File: config.mk
export PLATFORM = sky130hd
export DESIGN_NAME = forward_unit_flat
export DESIGN_NICKNAME = d
export VERILOG_FILES = /design/src/rtl/pipe_pkg.sv /design/src/rtl/forward_unit_if.sv /design/src/rtl/fwd_select.sv /design/src/rtl/forward_unit.sv /design/src/flat_wrapper.sv
export SDC_FILE = /design/constraint.sdc
export NUM_CORES = 1
export LEC_CHECK = 0
export CORE_UTILIZATION = 35
export DETAILED_ROUTE_END_ITERATION = 10
export GPL_TIMING_DRIVEN = 1
export PLACE_DENSITY_LB_ADDON = 0.05
export SYNTH_ARGS = -nofsm -noshare
export SYNTH_HDL_FRONTEND = slang
export SYNTH_HIERARCHICAL = 1
export SYNTH_SLANG_ARGS = --single-unit
File: constraint.sdc
create_clock -name CLK -period 2.65 [get_ports CLK]
set_input_delay 0.53 -clock CLK [delete_from_list [all_inputs] [get_ports CLK]]
set_output_delay 0.53 -clock CLK [all_outputs]
set_load 0.05 [all_outputs]
File: src/rtl/pipe_pkg.sv
// Shared pipeline definitions for the forwarding/hazard controller.
// Holds operand-mux select codes and the shadow-stage record.
package pipe_pkg;

    localparam int REG_BITS = 5;

    // Select codes in Mux3_1 input order
    localparam logic [1:0] FWD_RF  = 2'd0;
    localparam logic [1:0] FWD_MEM = 2'd1;
    localparam logic [1:0] FWD_WB  = 2'd2;

    typedef struct packed {
        logic                valid;
        logic [REG_BITS-1:0] rd;
        logic                regwrite;
        logic                memread;
    } shadow_t;

    // A stage produces register r; r0 is hardwired and never produced
    function automatic logic writes_reg(
        input shadow_t             s,
        input logic [REG_BITS-1:0] r
    );
        return s.valid && s.regwrite && (s.rd == r) && (r != '0);
    endfunction

endpackage

File: src/rtl/forward_unit_if.sv
// ID-side request and EX-side control bundle of the forwarding unit.
// master drives the ID instruction; slave is the forwarding unit.
interface forward_unit_if #(
    parameter int REG_BITS  = pipe_pkg::REG_BITS,
    parameter int CNT_WIDTH = 32
);

    logic                 ID_Valid;
    logic [REG_BITS-1:0]  ID_Rs;
    logic [REG_BITS-1:0]  ID_Rt;
    logic [REG_BITS-1:0]  ID_Rd;
    logic                 ID_RegWrite;
    logic                 ID_MemRead;
    logic                 Flush;
    logic [1:0]           FwdA_SEL;
    logic [1:0]           FwdB_SEL;
    logic                 Stall;
    logic [CNT_WIDTH-1:0] Stall_Count;

    modport master (
        output ID_Valid, ID_Rs, ID_Rt, ID_Rd,
        output ID_RegWrite, ID_MemRead, Flush,
        input  FwdA_SEL, FwdB_SEL, Stall, Stall_Count
    );

    modport slave (
        input  ID_Valid, ID_Rs, ID_Rt, ID_Rd,
        input  ID_RegWrite, ID_MemRead, Flush,
        output FwdA_SEL, FwdB_SEL, Stall, Stall_Count
    );

endinterface

File: src/rtl/fwd_select.sv
// Priority compare for one EX operand: newest producer wins.
// Purely combinational from shadow state, so glitch-free vs ID inputs.
module fwd_select
    import pipe_pkg::*;
(
    input  logic                ex_valid,
    input  logic [REG_BITS-1:0] src,
    input  shadow_t             mem,
    input  shadow_t             wb,
    output logic [1:0]          sel
);

    // memread of the older stages plays no part in forwarding
    logic unused_bits;
    assign unused_bits = mem.memread ^ wb.memread;

    // MEM is newer than WB, so it is checked first
    always_comb begin
        sel = FWD_RF;
        if (!ex_valid) begin
            sel = FWD_RF;
        end else if (writes_reg(mem, src)) begin
            sel = FWD_MEM;
        end else if (writes_reg(wb, src)) begin
            sel = FWD_WB;
        end
    end

endmodule

File: src/rtl/forward_unit.sv
// Forwarding and load-use hazard controller for the 5-stage pipeline.
// Mirrors EX/MEM/WB in a shadow pipeline and drives operand selects.
module forward_unit
    import pipe_pkg::*;
#(
    parameter int REG_BITS  = pipe_pkg::REG_BITS,
    parameter int CNT_WIDTH = 32
) (
    input  logic           CLK,
    input  logic           RESET,
    forward_unit_if.slave  bus
);

    shadow_t              ex;
    shadow_t              mem;
    shadow_t              wb;
    logic [REG_BITS-1:0]  ex_rs;
    logic [REG_BITS-1:0]  ex_rt;
    logic [CNT_WIDTH-1:0] count;
    logic                 raw;
    logic                 stall;
    logic                 bubble;

    // Load in EX whose result the ID instruction needs next cycle
    always_comb begin
        raw = 1'b0;
        if (ex.valid && ex.memread && (ex.rd != '0) && bus.ID_Valid) begin
            raw = (ex.rd == bus.ID_Rs) || (ex.rd == bus.ID_Rt);
        end
        stall  = raw && !bus.Flush;
        bubble = stall || bus.Flush || !bus.ID_Valid;
    end

    // Shadow pipeline shift; EX takes a bubble on stall/flush/idle
    always_ff @(posedge CLK or posedge RESET) begin
        if (RESET) begin
            ex    <= '0;
            mem   <= '0;
            wb    <= '0;
            ex_rs <= '0;
            ex_rt <= '0;
        end else begin
            wb  <= mem;
            mem <= ex;
            if (bubble) begin
                ex    <= '0;
                ex_rs <= '0;
                ex_rt <= '0;
            end else begin
                ex.valid    <= 1'b1;
                ex.rd       <= bus.ID_Rd;
                ex.regwrite <= bus.ID_RegWrite;
                ex.memread  <= bus.ID_MemRead;
                ex_rs       <= bus.ID_Rs;
                ex_rt       <= bus.ID_Rt;
            end
        end
    end

    // Stall cycles counted, holding at all-ones
    always_ff @(posedge CLK or posedge RESET) begin
        if (RESET) begin
            count <= '0;
        end else if (stall && (count != '1)) begin
            count <= count + CNT_WIDTH'(1);
        end
    end

    fwd_select u_sel_a (
        .ex_valid (ex.valid),
        .src      (ex_rs),
        .mem      (mem),
        .wb       (wb),
        .sel      (bus.FwdA_SEL)
    );

    fwd_select u_sel_b (
        .ex_valid (ex.valid),
        .src      (ex_rt),
        .mem      (mem),
        .wb       (wb),
        .sel      (bus.FwdB_SEL)
    );

    assign bus.Stall       = stall;
    assign bus.Stall_Count = count;

endmodule
File: src/flat_wrapper.sv
// flat-port wrapper written by rule: the top's interface ports become plain ports
module forward_unit_flat import pipe_pkg::*;
#(
    parameter int REG_BITS  = pipe_pkg::REG_BITS,
    parameter int CNT_WIDTH = 32
)
  (CLK, RESET, bus_ID_Valid, bus_ID_Rs, bus_ID_Rt, bus_ID_Rd, bus_ID_RegWrite, bus_ID_MemRead, bus_Flush, bus_FwdA_SEL, bus_FwdB_SEL, bus_Stall, bus_Stall_Count);
  forward_unit_if #(.REG_BITS(REG_BITS), .CNT_WIDTH(CNT_WIDTH)) bus_i ();
  input  logic CLK;
  input  logic RESET;
  input wire logic [$bits(bus_i.ID_Valid)-1:0] bus_ID_Valid;
  input wire logic [$bits(bus_i.ID_Rs)-1:0] bus_ID_Rs;
  input wire logic [$bits(bus_i.ID_Rt)-1:0] bus_ID_Rt;
  input wire logic [$bits(bus_i.ID_Rd)-1:0] bus_ID_Rd;
  input wire logic [$bits(bus_i.ID_RegWrite)-1:0] bus_ID_RegWrite;
  input wire logic [$bits(bus_i.ID_MemRead)-1:0] bus_ID_MemRead;
  input wire logic [$bits(bus_i.Flush)-1:0] bus_Flush;
  output wire logic [$bits(bus_i.FwdA_SEL)-1:0] bus_FwdA_SEL;
  output wire logic [$bits(bus_i.FwdB_SEL)-1:0] bus_FwdB_SEL;
  output wire logic [$bits(bus_i.Stall)-1:0] bus_Stall;
  output wire logic [$bits(bus_i.Stall_Count)-1:0] bus_Stall_Count;
  assign bus_i.ID_Valid = bus_ID_Valid;
  assign bus_i.ID_Rs = bus_ID_Rs;
  assign bus_i.ID_Rt = bus_ID_Rt;
  assign bus_i.ID_Rd = bus_ID_Rd;
  assign bus_i.ID_RegWrite = bus_ID_RegWrite;
  assign bus_i.ID_MemRead = bus_ID_MemRead;
  assign bus_i.Flush = bus_Flush;
  assign bus_FwdA_SEL = bus_i.FwdA_SEL;
  assign bus_FwdB_SEL = bus_i.FwdB_SEL;
  assign bus_Stall = bus_i.Stall;
  assign bus_Stall_Count = bus_i.Stall_Count;
  forward_unit #(.REG_BITS(REG_BITS), .CNT_WIDTH(CNT_WIDTH)) u_core (.CLK(CLK), .RESET(RESET), .bus(bus_i));
endmodule
Word-level counts from Yosys, hierarchy flattened --
Index checks and enable logic that the tools add are counted.
Cells by class: $add $sub $neg 1, eq/ne operators 7, multiplexer cells 10, reduce and logical (&&, ||, !) cells 23
Operator list (number):
- $add A32 B1 Y32 const B | 1
- $ne A32 B32 Y1 const B | 1
- $eq A5 B5 Y1 | 6
- $logic_and A1 B1 Y1 | 15
- $reduce_bool A5 Y1 | 3
- $mux W2 | 6
- $mux W5 | 2
- $mux W8 | 1
- $logic_or A1 B1 Y1 | 3
- $logic_not A1 Y1 | 2
- $mux W1 | 1
Word-level totals: register bits after elaboration 64, output and inout bits 37, word-level logic and storage cells 54

Longest topological paths before layout --
Gate-level depths: netlist of the first run.
word-level depth 8, depth in mapped cells 9, gate-level depth less buffers 7

Cells and area by module --
The synthesis of the first run kept the hierarchy.
Modules (own cells, without submodules):
- forward_unit | instances 1, cells each 228, area each 2710.1 µm²
- fwd_select | instances 2, cells each 19, area each 161.4 µm²

Least setup slack after synthesis of the first run --
Ideal clock, no wire load.
path type register -> register, start point reg u_core.count[5] (netlist: u_core/bus.Stall_Count[5]), end point reg u_core.count[1] (netlist: u_core/bus.Stall_Count[1]), library setup time 0.125 ns, arrival time 2.451 ns, required time 2.525 ns, setup slack 0.074 ns, cell stages (with the launch flop) 8, clock period less this slack 2.576 ns, cell sequence dfrtp_1 nand4_2 or4_1 buf_2 or3_1 buf_2 nand3b_4 mux2_4
On the way: word-level cells in the longest chain between the ends 2
RTL lines:
- start, declared | RTL line forward_unit.sv:19 | logic [CNT_WIDTH-1:0] count;
- start signal, assigned | RTL line forward_unit.sv:65 | count <= count + CNT_WIDTH'(1);
- $ne A32 B32 Y1 | RTL line forward_unit.sv:64 | end else if (stall && (count != '1)) begin
- $logic_and A1 B1 Y1 | RTL line forward_unit.sv:64
No other way between the ends. A chain may end at the register's enable or synchronous reset.

Worst setup path in the final report of the first run --
start point reg u_core/ex[3] in the netlist's numbering, end point out bus_Stall
On the way: word-level cells in the longest chain between the ends 5
RTL lines:
- start, declared | RTL line forward_unit.sv:14 | shadow_t ex;
- $reduce_bool A5 Y1 | RTL line forward_unit.sv:27 | if (ex.valid && ex.memread && (ex.rd != '0) && bus.ID_Valid) begin
- $logic_and A1 B1 Y1 (2 in series) | RTL line forward_unit.sv:27
- $mux W1 * | RTL line forward_unit.sv:27
- $logic_and A1 B1 Y1 * | RTL line forward_unit.sv:30 | stall = raw && !bus.Flush;
- end, declared | RTL line flat_wrapper.sv:20 | output wire logic [$bits(bus_i.Stall)-1:0] bus_Stall;
Mark *: on every way between the ends. The rest lies on a longest branch, timed or not.

==> results.cfg, run 1 <==
[layout]
nFillCells = 767
final_common_cell = dfrtp_1
ff_latch_area_um2 = 1600
final_cell_mix = dfrtp_1, clkdlybuf4s50_1, xnor2_1
drive_above_1_share_pct = 13.8
multi_input_area_um2 = 1350
syn2layout_area_growth_pct = 35.3
fin_nets = 364
diodes = 0

[global_route]
grt.total_usage_pct = 16.7
grt_pass1_vias = 2249
grt-ovfl-total = 0
grt_pass1_wl_um = 11100
grt_max_degree = 65
antenna_found_initial = 0

[sta]
max_clock_freq_mhz = 393
worst_pin_slew_ns = 0.648
slew_headroom_pct = 56.8
slew_viol_final = 0
post-route-period-util_pct = 96.1
finalHoldViolations = 0
fin_skew_ns = 0.0117
period_needed_ns = 2.55
rsz0062_at_grt = false
fin_hold_ws_ns = 0.351
tns_ns = 0
setup_viol = 0

[setup_path]
crit_family = simple AND/OR/NAND/NOR gates
cp_max_fo = 3
criticalPathCategory = reg -> out
critical_path_buf_inv_count = 2
endpoint_kind = output pin
crit_chain = or4_1, o211ai_1, or2_4, nand2b_4, inv_1, buf_12
worstPathArrival_ns = 2.02
critPathLaunchType = register
worst_path_largest_cell_delay_ns = 0.51
r2r-start = u_core/bus.Stall_Count[5]$_DFFE_PP0P_
required_ns = 2.12
r2r_cells = 5
cp_num_cells = 6
cp-startpoint = u_core/ex[3]$_DFF_PP0_
crit_slowest_cell = or4_1

[synth]
synthesis.instances = 264
synth_warnings = 6
avgSynthCellArea_um2 = 11.3
syn_nets = 286
syn-cell-area_um2 = 2980

[placed_design]
gp_congestion = 0.769
io_buffers = 57
post-dp-hpwl_um = 4820

[routing]
num_vias = 2188
initialDrtViolationCount = 82
via_per_inst = 4.84
drtAntennaViolNets = 0
drt_wl_total_um = 6670
wire_per_inst_um = 14.7
post-route-drc-count = 0
dr.pass1.iters = 4

[clock_tree]
cts_max_level = 3
clock_latency_ns = 0.35
root_buffer = clkbuf_8
clk_path_buf_depth = 2
numCtsBuffers = 9
clk_pin_slew_ns = 0.07
cts_sinks = 64
cts-hold-fix-buffers = 0
cts_tree = built

[die]
die_w_um = 94.3
io_pins = 58
fp.coreArea_um2 = 8220
dieHeight_um = 94.3
rows = 33
dieArea_um2 = 8900
initial_utilization_pct = 36.3

[min_path]
min_path_type = reg -> reg
min-delay-start = u_core/ex[1]$_DFF_PP0_
hold_depth = 0

[run]
drv_cap = 0

[power]
p_leak_uw = 0.00185
ir_worst_vdd_mv = 0.253
p_total_uw = 2020
powerDensity_nw_per_um2 = 501

[run_status]
status = complete, no violations
-- flip-flops by register name, summed over array words and instances, names as in the netlist --
register and cells:
u_core/ex_rt 5, u_core/wb 7, u_core/ex 8, u_core/bus.Stall_Count 32
u_core/mem 7, u_core/ex_rs 5
-- metrics by stage --
stage / cells / instance area [um^2] / setup WS [ns] / util (%)
floorplan: 264 / 2980 / 0.0737 / -
global placement: 431 / 3770 / 0.0654 / 45.9
detailed placement: 431 / 3770 / 0.0834 / 45.9
CTS: 450 / 4010 / 0.0145 / 48.8
global route: 452 / 4040 / 0.0109 / 49.1
finish: 452 / 4040 / 0.104 / 49.1
-- layer usage --
metal / up-vias / share of wire (%) / GRT usage [%]
met5: - / 0 / 0
met4: 0 / 1.2 / 5.77
met3: 8 / 4.0 / 5.74
met2: 43 / 47 / 25.5
met1: 1064 / 48 / 22.1
li1: 1073 / - / -
-- power by group --
group	switching (uW)	leakage (uW)	internal, uW
clock network	397	0.0000989	463
logic	66.4	0.000877	74.8
registers	22.5	0.000870	997
total	486	0.00185	1530
-- worst register-to-register path: cells and delay by family, from the launching register on --
family           cells  cell delay [ns]
AND/OR/NAND/NOR      4             1.48
flip-flops           1             0.46
multiplexers         1             0.31
-- path summary, 6_finish.rpt --
path | slack (ns) | endpoint
setup / recovery | 0.10 | bus_Stall
hold / removal | 0.35 | u_core/mem[1]$_DFF_PP0_
setup reg to reg | 0.30 | u_core/bus.Stall_Count[1]$_DFFE_PP0P_
hold reg to reg | 0.35 | u_core/mem[1]$_DFF_PP0_
max in group asynchronous | 1.81 | u_core/bus.Stall_Count[10]$_DFFE_PP0P_
min in group asynchronous | 0.56 | u_core/bus.Stall_Count[7]$_DFFE_PP0P_
-- final cells by class --
| cell class | instances | share of cell area (%) |
|---|---|---|
| clock buffer | 10 | 3.41 |
| clock inverter | 6 | 1.67 |
| inverter | 8 | 0.744 |
| multi-input combinational | 187 | 33.4 |
| sequential | 64 | 39.7 |
| tap | 105 | 3.25 |
| timing repair buffer | 72 | 17.9 |
-- repair_timing --
item                       CTS  global route
gates resized for setup      2             2
setup endpoints to repair    1            18
pin swaps                    1             2
setup buffers                3             2
Power figures use the tool's default switching activity.
==> run 2, diff against run 1 <==
CELL_PAD_IN_SITES_DETAIL_PLACEMENT = 1   (was not set)
CELL_PAD_IN_SITES_GLOBAL_PLACEMENT = 2   (was not set)
CORE_UTILIZATION = 34   (was 35)
==> results.cfg, run 2 (synthesis results as in run 1) <==
[run_status]
status = complete, no violations

[placed_design]
post-place-ws_ns = -0.0221
post-dp-hpwl_um = 5570
gp_congestion = 0.800
io_buffers = 57

[sta]
tns_ns = 0
period_needed_ns = 2.50
post-route-period-util_pct = 94.2
max_clock_freq_mhz = 401
finalHoldViolations = 0
fin_ws_ns = 0.154
setup_viol = 0
slew_headroom_pct = 59.0
rsz0062_at_grt = false
fin_skew_ns = 0.00901
slew_viol_final = 0
worst_pin_slew_ns = 0.616

[layout]
drive_above_1_share_pct = 14.8
final_cell_mix = dfrtp_1, clkdlybuf4s50_1, xnor2_1
final_common_cell = dfrtp_1
largest_reg_flops = 32
syn2layout_area_growth_pct = 36.7
fin_nets = 368
diodes = 0

[power]
powerDensity_nw_per_um2 = 522
ir_worst_vdd_mv = 0.260
p_leak_uw = 0.00187
p_total_uw = 2130

[die]
rows = 33
dieArea_um2 = 9150
initial_utilization_pct = 35.8
dieHeight_um = 95.7
io_pins = 58
die_w_um = 95.7
fp.coreArea_um2 = 8340

[setup_path]
required_ns = 2.12
worstPathArrival_ns = 1.97
critPathLaunchType = register
criticalPathCategory = reg -> out
cp_max_fo = 3
endpoint_kind = output pin

[clock_tree]
clk_path_buf_depth = 2
cts_tree = built
root_buffer = clkbuf_8
cts_max_level = 3
numCtsBuffers = 9
clk_pin_slew_ns = 0.07
clock_latency_ns = 0.33
cts_sinks = 64

[global_route]
grt_max_degree = 30
grt_pass1_vias = 2331
antenna_found_initial = 0
grt_pass1_wl_um = 12100
grt.total_usage_pct = 18.0
grt-ovfl-total = 0

[routing]
wire_per_inst_um = 16.4
dr.pass1.iters = 4
initialDrtViolationCount = 54
post-route-drc-count = 0
via_per_inst = 4.87
num_vias = 2220
drt_wl_total_um = 7460
drtAntennaViolNets = 0

[min_path]
min_path_type = reg -> reg

[run]
drv_cap = 0
==> run 2: final timing paths <==
path / startpoint / to / slack, ns / cells past startpoint
setup / recovery: u_core/ex[4]$_DFF_PP0_ / bus_Stall / 0.15 / 6
hold / removal: u_core/ex[1]$_DFF_PP0_ / u_core/mem[1]$_DFF_PP0_ / 0.35 / 0
setup reg to reg: u_core/bus.Stall_Count[5]$_DFFE_PP0P_ / u_core/bus.Stall_Count[1]$_DFFE_PP0P_ / 0.28 / 5
hold reg to reg: u_core/ex[1]$_DFF_PP0_ / u_core/mem[1]$_DFF_PP0_ / 0.35 / 0
max in group asynchronous: RESET / u_core/bus.Stall_Count[23]$_DFFE_PP0P_ / 1.43 / 3
min in group asynchronous: RESET / u_core/bus.Stall_Count[5]$_DFFE_PP0P_ / 0.59 / 2
==> run 2: final cells by class <==
class / instances / area (um^2)
inverter: 8 / 30.0
timing repair buffer: 76 / 738
clock buffer: 14 / 173
tap: 105 / 131
multi-input combinational: 187 / 1340
sequential: 64 / 1600
clock inverter: 2 / 60.1
fill: 902 / 4260
==> run 2: report_power, final <==
| group | internal, uW | switching, uW |
|---|---|---|
| registers | 998 | 24.0 |
| logic | 74.6 | 67.9 |
| clock network | 608 | 356 |
| total | 1680 | 448 |
==> run 2: critical path, cell delays in order, from the launching register on <==
cell and delay [ns]:
dfrtp_2 0.41, or4_1 0.49, o211ai_1 0.22, or2_4 0.17, nand2b_4 0.14, inv_2 0.06, buf_12 0.14
==> run 2: what timing repair did <==
action / CTS / global route
pin swaps: 1 / 2
resized for setup: 1 / 6
setup buffers: 2 / 6
setup endpoints to repair: 1 / 18
hold buffers: 0 / 0
==> run 2: stage by stage <==
stage / hold slack (ns) / instance area, um^2 / utilization [%] / cells
finish: 0.352 / 4080 / 48.9 / 456
global route: 0.359 / 4080 / 48.9 / 456
CTS: 0.351 / 4020 / 48.2 / 450
detailed placement: 0.336 / 3770 / 45.2 / 432
global placement: 0.332 / 3770 / 45.2 / 432
floorplan: 0.331 / 2980 / - / 264
==> run 2: per-layer routing <==
layer,global-route usage (%),vias to the layer above,part of all wire (%)
li1,-,1085,-
met1,25.5,1080,50
met2,27.0,51,45
met3,4.23,4,3.8
met4,6.34,0,0.74
met5,0,-,0
==> run 3, diff against run 2 <==
GPL_TIMING_DRIVEN = 0   (was 1)
==> results.cfg, run 3 (synthesis results as in run 1) <==
[sta]
period_needed_ns = 2.77
slew_headroom_pct = 49.5
worst_pin_slew_ns = 0.747
setup_viol = 1
fin_skew_ns = 0.0147
post-route-period-util_pct = 104
fin_ws_ns = -0.119
finalHoldViolations = 0
max_clock_freq_mhz = 361
slew_viol_final = 0
rsz0062_at_grt = true

[placed_design]
io_buffers = 57
gp_congestion = 0.788
placed_cell_area_um2 = 3700
placed_cells = 427
post-dp-hpwl_um = 5330

[die]
io_pins = 58
dieHeight_um = 95.7
initial_utilization_pct = 35.8
rows = 33
die_w_um = 95.7
dieArea_um2 = 9150
fp.coreArea_um2 = 8340

[clock_tree]
cts_sinks = 64
root_buffer = clkbuf_8
cts_tree = built
clock_latency_ns = 0.34
cts_max_level = 3
clk_pin_slew_ns = 0.07
clk_path_buf_depth = 2
numCtsBuffers = 9

[layout]
largest_reg_flops = 32
drive_above_1_share_pct = 12.8
final_common_cell = dfrtp_1
syn2layout_area_growth_pct = 33.6
final_cell_mix = dfrtp_1, clkdlybuf4s50_1, xnor2_1
fin_cells = 449
fin_area_um2 = 3980
final_util_pct = 47.8
fin_nets = 361
diodes = 0

[setup_path]
criticalPathCategory = reg -> out
critical_path_buf_inv_count = 4
cp_max_fo = 10
crit_chain = or4_1, o211ai_1, or2_4, nand2b_4, buf_6, inv_6, buf_8, buf_8
crit_slowest_cell = or4_1
r2r_end = u_core/ex_rt[3]$_DFF_PP0_
worstPathArrival_ns = 2.24
crit_path_frequent_cell = buf_8
critPathLaunchType = register
required_ns = 2.12
crit_family = simple AND/OR/NAND/NOR gates
worst_path_largest_cell_delay_ns = 0.51
r2r_cells = 7
endpoint_kind = output pin
reg2reg_slack_ns = 0.11
r2r-start = u_core/ex[3]$_DFF_PP0_

[min_path]
min_path_type = reg -> reg
hold_depth = 0
holdPathEnd = u_core/mem[1]$_DFF_PP0_
min-delay-start = u_core/ex[1]$_DFF_PP0_

[global_route]
antenna_found_initial = 0
grt-ovfl-total = 0
grt_pass1_vias = 2258
grt_max_degree = 39
grt_pass1_wl_um = 12100
grt.total_usage_pct = 18.0

[power]
pwr-share-seq_pct = 52.3
power.switching_uw = 488
sw_frac_of_total_pct = 25.0
p_leak_uw = 0.00181
power_frac_comb_pct = 7.3
powerDensity_nw_per_um2 = 490
power.internal_uw = 1470
ir_worst_vdd_mv = 0.206
p_clk_share_pct = 40.4

[routing]
drtAntennaViolNets = 0
dr.pass1.iters = 4
num_vias = 2222
wire_per_inst_um = 16.5
via_per_inst = 4.95
drt_wl_total_um = 7420
post-route-drc-count = 0
initialDrtViolationCount = 34

[run_status]
status = finished, violations left
violations = setup timing

[run]
drv_cap = 0
## run 3: cell count changes in the layout (fill, tap and decap cells not counted), moves of 2 or more
cell,previous run,this run
inv_6,0,3
buf_2,0,4
bufinv_16,2,0
buf_4,21,6
buf_8,0,2
buf_12,3,1
clkinvlp_4,0,2
## run 3: final cells by class
type                            instances  area (um^2)
Fill cell                             919         4360
Multi-Input combinational cell        187         1360
Sequential cell                        64         1600
Clock inverter                          5         37.5
Inverter                                8         35.0
Buffer                                  5         40.0
Tap cell                              105          131
Timing Repair Buffer                   64          628
Clock buffer                           11          151
## run 3: worst max-delay path by stage
stage / start / depth (start not counted) / end
floorplan: u_core/bus.Stall_Count[5]$_DFFE_PP0P_ / 7 / u_core/bus.Stall_Count[1]$_DFFE_PP0P_
global placement: bus_ID_Rt[1] / 9 / bus_Stall
detailed placement: bus_ID_Rt[1] / 9 / bus_Stall
CTS: u_core/ex[3]$_DFF_PP0_ / 8 / bus_Stall
global route: u_core/ex[3]$_DFF_PP0_ / 8 / bus_Stall
finish: u_core/ex[3]$_DFF_PP0_ / 8 / bus_Stall
## run 3: per-stage QoR
| stage | setup TNS, ns | worst slack, ns | hold slack, ns | total power, uW |
|---|---|---|---|---|
| 4_1_cts | -0.130 | -0.130 | 0.365 | 1980 |
| 2_1_floorplan | 0 | 0.0737 | 0.331 | 1110 |
| 5_1_grt | -0.582 | -0.193 | 0.366 | 2040 |
| 3_3_place_gp | -47.63 | -1.18 | 0.332 | 1170 |
| 6_report | -0.119 | -0.119 | 0.363 | 1950 |
| 3_5_place_dp | -4.87 | -1.22 | 0.348 | 1180 |
## run 3: per-layer routing
metal	track usage (%)	part of all wire, %
met5	0	0
met4	5.97	1.1
met2	25.9	44
met3	4.15	3.5
met1	26.4	51
## run 3: what timing repair did
item | CTS | global route
pin swaps | 3 | 2
resized for setup | 31 | 5
setup endpoints to repair | 5 | 16
setup buffers | 5 | 1
hold buffers | 0 | 0
## run 3: power groups by stage
stage               clock network, uW  registers, uW  logic (uW)
finish                            789           1020         143
global route                      862           1020         158
CTS                               814           1020         145
detailed placement                  0           1040         135
global placement                    0           1040         130
floorplan                           0           1040        72.3
